[src/rtl/mem_access_pkg.sv]
// mem_access_pkg: opcodes, bus size encoding and FSM states shared by the memory stage.
package mem_access_pkg;
  localparam logic [5:0] OP_LB  = 6'h20;
  localparam logic [5:0] OP_LH  = 6'h21;
  localparam logic [5:0] OP_LW  = 6'h23;
  localparam logic [5:0] OP_LBU = 6'h24;
  localparam logic [5:0] OP_LHU = 6'h25;
  localparam logic [5:0] OP_SB  = 6'h28;
  localparam logic [5:0] OP_SH  = 6'h29;
  localparam logic [5:0] OP_SW  = 6'h2B;
  typedef enum logic [1:0] {SZ_BYTE = 2'd0, SZ_HALF = 2'd1, SZ_WORD = 2'd2} size_t;
  typedef enum logic [1:0] {IDLE, REQ, WAIT, DONE} state_t;
  function automatic size_t op_size(input logic [5:0] op);
    return (op == OP_LW || op == OP_SW) ? SZ_WORD :
           (op == OP_LH || op == OP_LHU || op == OP_SH) ? SZ_HALF : SZ_BYTE;
  endfunction
endpackage

[src/rtl/mem_access_load_align.sv]
// mem_access_load_align: picks the addressed lane of a raw read word and sign/zero extends it.
module mem_access_load_align
  import mem_access_pkg::*;
(
  input  logic [5:0]  op,
  input  logic [1:0]  off,
  input  logic [31:0] raw,
  output logic [31:0] data
);
  logic [7:0]  b;
  logic [15:0] h;
  assign b = raw[8*off +: 8];
  assign h = off[1] ? raw[31:16] : raw[15:0];
  assign data = op == OP_LB  ? {{24{b[7]}}, b} :
                op == OP_LBU ? {24'b0, b} :
                op == OP_LH  ? {{16{h[15]}}, h} :
                op == OP_LHU ? {16'b0, h} : raw;
endmodule

[src/rtl/mem_access.sv]
// mem_access: memory stage issuing one SRAM-like bus transaction per load/store and stalling until it completes.
// Defining MEM_ACCESS_PERF_EN adds stall-cycle and accepted-request counters.
module mem_access
  import mem_access_pkg::*;
#(
  parameter int ADDR_W = 32
) (
  input  logic              clk,
  input  logic              resetn,
  input  logic              in_valid,
  input  logic [5:0]        in_op,
  input  logic [ADDR_W-1:0] in_addr,
  input  logic [ADDR_W-1:0] in_wdata,
  input  logic              in_rm,
  input  logic              in_wm,
  input  logic              in_flush,
  output logic              stall,
  output logic              dreq_valid,
  output logic [ADDR_W-1:0] dreq_addr,
  output logic [1:0]        dreq_size,
  output logic [3:0]        dreq_strobe,
  output logic [ADDR_W-1:0] dreq_data,
  input  logic              dresp_addr_ok,
  input  logic              dresp_data_ok,
  input  logic [ADDR_W-1:0] dresp_data,
  output logic              load_ok,
  output logic [ADDR_W-1:0] rdata,
  output logic              adel,
  output logic              ades,
  output logic [ADDR_W-1:0] badvaddr
`ifdef MEM_ACCESS_PERF_EN
  ,
  output logic [31:0]       perf_stall_cnt,
  output logic [31:0]       perf_req_cnt
`endif
);
  state_t            state;
  size_t             sz;
  logic [5:0]        op_q;
  logic              ld_q, kill, busy, in_ok, mem_op, fault, accept;
  logic [ADDR_W-1:0] raw, aligned;
  assign busy     = state == REQ || state == WAIT;
  assign in_ok    = in_valid & resetn & ~in_flush;
  assign mem_op   = in_rm | in_wm;
  assign sz       = op_size(in_op);
  assign fault    = mem_op & (sz == SZ_WORD ? |in_addr[1:0] : sz == SZ_HALF & in_addr[0]);
  assign accept   = in_ok & mem_op & ~fault & ~busy;
  assign stall    = accept | busy;
  assign adel     = in_ok & in_rm & fault & ~busy;
  assign ades     = in_ok & in_wm & fault & ~busy;
  assign badvaddr = (adel | ades) ? in_addr : '0;
  assign dreq_valid = state == REQ;
  assign load_ok  = state == DONE & ld_q & ~kill;
  assign rdata    = load_ok ? aligned : '0;
  mem_access_load_align u_align (
    .op  (op_q),
    .off (dreq_addr[1:0]),
    .raw (raw),
    .data(aligned)
  );
  always_ff @(posedge clk or negedge resetn) begin
    if (!resetn) begin
      state       <= IDLE;
      op_q        <= '0;
      ld_q        <= 1'b0;
      kill        <= 1'b0;
      raw         <= '0;
      dreq_addr   <= '0;
      dreq_size   <= '0;
      dreq_strobe <= '0;
      dreq_data   <= '0;
    end else begin
      unique case (state)
        REQ:     if (dresp_addr_ok) state <= dresp_data_ok ? DONE : WAIT;
        WAIT:    if (dresp_data_ok) state <= DONE;
        default: state <= accept ? REQ : IDLE;
      endcase
      // a flushed transaction still finishes its handshake; kill only hides the result
      kill <= busy & (kill | in_flush);
      if (busy & dresp_data_ok & (state == WAIT | dresp_addr_ok)) raw <= dresp_data;
      if (accept) begin
        op_q        <= in_op;
        ld_q        <= in_rm;
        dreq_addr   <= in_addr;
        dreq_size   <= sz;
        dreq_strobe <= in_wm ? (sz == SZ_WORD ? 4'hF : (sz == SZ_HALF ? 4'h3 : 4'h1) << in_addr[1:0]) : 4'h0;
        dreq_data   <= sz == SZ_WORD ? in_wdata : sz == SZ_HALF ? {2{in_wdata[15:0]}} : {4{in_wdata[7:0]}};
      end
    end
  end
`ifdef MEM_ACCESS_PERF_EN
  always_ff @(posedge clk or negedge resetn) begin
    if (!resetn) begin
      perf_stall_cnt <= '0;
      perf_req_cnt   <= '0;
    end else begin
      perf_stall_cnt <= perf_stall_cnt + 32'(stall);
      perf_req_cnt   <= perf_req_cnt + 32'(accept);
    end
  end
`endif
endmodule

[config.mk]
export PLATFORM = sky130hd
export DESIGN_NAME = mem_access
export DESIGN_NICKNAME = d
export VERILOG_FILES = /design/src/rtl/mem_access_pkg.sv /design/src/rtl/mem_access_load_align.sv /design/src/rtl/mem_access.sv
export SDC_FILE = /design/constraint.sdc
export NUM_CORES = 1
export LEC_CHECK = 0
export ABC_AREA = 1
export BUFFER_PORTS_ARGS = -buffer_cell sky130_fd_sc_hd__buf_2
export CAP_MARGIN = 25
export CORE_ASPECT_RATIO = 0.8
export CORE_UTILIZATION = 35
export CTS_BUF_LIST = sky130_fd_sc_hd__clkbuf_8
export CTS_CLUSTER_SIZE = 8
export DETAILED_ROUTE_END_ITERATION = 12
export PLACE_DENSITY = 0.7
export SLEW_MARGIN = 20
export SYNTH_ARGS = -nofsm -noshare
export SYNTH_HDL_FRONTEND = slang
export SYNTH_SLANG_ARGS = --single-unit
[constraint.sdc]
create_clock -name clk -period 2.1 [get_ports clk]
set_clock_uncertainty 0.15 [all_clocks]
set_input_delay 0.21 -clock clk [delete_from_list [all_inputs] [get_ports clk]]
set_output_delay 0.21 -clock clk [all_outputs]
set_load 0.1 [all_outputs]
==> out/qor.csv <==
metric,value,unit
portBuffers,248,
io_pins,249,
rows,44,
drt-initial-drc-count,635,
synth.most_common_cell,nand2_1,
start_util,35.9,%
cpMostUsedCell,nand2_1,
slowest_stage,dfrtp_1,
cp.buffers_inverters,3,
grt_setup_unrepaired,true,
period_minus_slack,2.40,ns
r2r_setup_slack,0.07,ns
cts_buffers,9,
ys_warn_count,0,
synth_common_cells,"nand2_1, dfrtp_1, inv_1",
crit_path_end_kind,output port,
gp_congestion,0.914,
nets,1420,
root_buffer,clkbuf_8,
cp.required,1.74,ns
arrival,2.04,ns
syn_nets,1048,
yosys-top-cells-area,"dfrtp_1, nand2_1, nand3_1",
post-route-period-util,115,%
setup_ws,-0.305,ns
r2r-start,state[1]$_DFFE_PN0P_,
max_freq,0.416,GHz
violations,negative setup slack,
synthCells,935,
fillers,1431,
yosysTopAreaCellShare,43.0,%
crit_cells,10,
syn_area,6520,um2
max_stage_delay,0.45,ns
clk_pin_slew,0.11,ns
ant_nets,0,
postSynthAreaPerCell,6.97,um2
hold_depth,5,
max_cap_violations,0,
dieArea,19200,um2
hp-class,in -> reg,
path_class,reg -> out,
finalMaxSlewViolations,0,
drt-total-wl,25700,um
powerDensity,1530,nW/um2
hpwl,16600,um
clock_sinks,112,
final_layout_size_suffix_gt1_share,36.7,%
first_pass_iters,7,
timing.rr.end,raw[4]$_DFFE_PN0P_,
clk_path_buf_depth,2,
worst_slew_pin_slew,0.635,ns
ys_seq_elements,112,
tns,-16.95,ns
cp_cell_sequence,inv_1 > nor2_2 > nand3_4 > buf_4 > nand2_1 > nand2_1 > nand2_1 > nand3_2 > a21oi_4 > buf_12,
yosys.cell_types.count,29,
grt_pass1_vias,7704,
power.switching,11.0,mW
ys_seq_area_share,43.0,%
relSlewSlack,57.7,%
clock_power_share,7.4,%
die_w,155,um
sw_frac_of_total,61.6,%
drt-vias-per-instance,5.18,
setup-violations-final,67,
cts_tree,done,
p_seq_share,21.7,%
power_frac_comb,70.8,%
ys_async_sr_fraction,100,%
antenna_found_initial,2,
grt_overflow,0,
peakVddDrop,1400,uV
leakagePower,5.95,nW
cp-start-kind,flop,
syn2layout_area_growth,79.1,%
synth_edf_count,0,
power.internal,6.88,mW
timing.final.hold_violations,0,
synth_top_flop_cell,dfrtp_1,
critPathMaxFanout,7,
htree_num_levels,3,
synth_top_cell_by_area,dfrtp_1,
drc,0,
dieHeight,124,um
insertion_delay,0.39,ns
grt_pass1_wl,39900,um
finalNonFillerCells,1544,
core,18200,um2
outcome,"complete, but fails checks",
grt_max_degree,113,
ff2ff_path_depth,7,
min-delay-start,in_wdata[18],
placed_cells,1402,
grtUsageTotal,26.8,%
cp_top_family,simple AND/OR/NAND/NOR gates,
wl_per_cell,16.6,um
num_vias,7999,
min_to,dreq_data[18]$_DFFE_PN0P_,
## power by group through the flow
stage,Sequential (mW),Combinational (mW),Clock [mW]
after floorplan,8.44,4.23,0
after global placement,3.86,11.2,0
after detailed placement,3.85,11.3,0
after CTS,3.84,12.3,1.36
after global routing,4.01,13.4,1.43
final,3.89,12.7,1.33
## worst max-delay path by stage
stage / slack, ns / end / from
2_1_floorplan: -0.33 / rdata[21] / dreq_addr[1]$_DFFE_PN0P_
3_3_place_gp: -0.03 / dreq_data[13]$_DFFE_PN0P_ / in_op[4]
3_5_place_dp: -0.08 / dreq_data[14]$_DFFE_PN0P_ / in_op[4]
4_1_cts: -0.30 / badvaddr[14] / state[1]$_DFFE_PN0P_
5_1_grt: -0.43 / rdata[10] / op_q[5]$_DFFE_PN0P_
6_report: -0.30 / rdata[10] / op_q[5]$_DFFE_PN0P_
## state kept, by name, summed over array words and instances (netlist names)
register and count:
dreq_addr 32, dreq_data 32, dreq_size 2, dreq_strobe 4, kill 1, ld_q 1, op_q 6, raw 32
state 2
## worst min-delay path: cells and delay by family
kind            cells  cell delay [ns]
compound gates      1             0.06
buf+inv             1             0.08
simple gates        3             0.19
## cells in the final DEF (no fill, tap or decap), drive strengths merged, types with 2 or more instances in the layout
master       instances
nand2              329
inv                 98
nand4               50
mux2                 9
clkinv               4
clkinvlp            11
nand3               81
a21oi               74
diode                2
nor2                66
dlygate4sd3         94
buf                315
ha                   3
dfrtp              112
nor3                 3
o21ai               43
clkbuf              12
o211ai               3
## what timing repair did
action / CTS / global route
hold buffers: 94 / 0
gates resized for setup: 43 / 46
setup buffers: 20 / 11
hold endpoints to repair: 205 / 0
gates cloned: 6 / 2
endpoints found under the setup margin: 73 / 151
pin swaps: 16 / 18
## logic make-up (layout without fill, tap and decap cells)
kind of cell | after synthesis | after routing | synth area share, %
other | 0 | 2 | 0
muxes | 9 | 9 | 1.55
AOI/OAI and AO/OA | 122 | 123 | 9.84
and+or+nand+nor | 526 | 529 | 34.8
adders and majority gates | 3 | 3 | 0.576
DFF | 112 | 112 | 43.0
buffers and inverters | 163 | 536 | 10.2
## through the flow
step	instance area, um2	setup slack [ns]	hold slack, ns	total power, mW	util (%)
after CTS	11500	-0.299	0.00142	17.5	63.1
after global placement	9890	-0.0314	0.247	15.0	54.4
after detailed placement	9890	-0.0841	0.258	15.2	54.4
after global routing	11700	-0.427	0.0228	18.8	64.3
final	11700	-0.305	0.0190	17.9	64.3
after floorplan	7290	-0.326	-0.236	12.7	-
## layout make-up
class	count	area (um2)	area share, %
Inverter	107	449	3.85
Clock buffer	9	124	1.06
Antenna cell	2	5.00	0.0429
Clock inverter	7	70.1	0.600
Timing Repair Buffer	413	3980	34.1
Multi-Input combinational cell	664	3960	33.9
Sequential cell	112	2810	24.1
Tap cell	230	288	2.46
## per-layer routing
metal / GRT usage [%] / wire, um
met5: 0 / 0
met4: 12.6 / 1060
met3: 6.92 / 2380
met2: 42.4 / 11500
met1: 34.6 / 10800
Power figures use the tool's default switching activity.
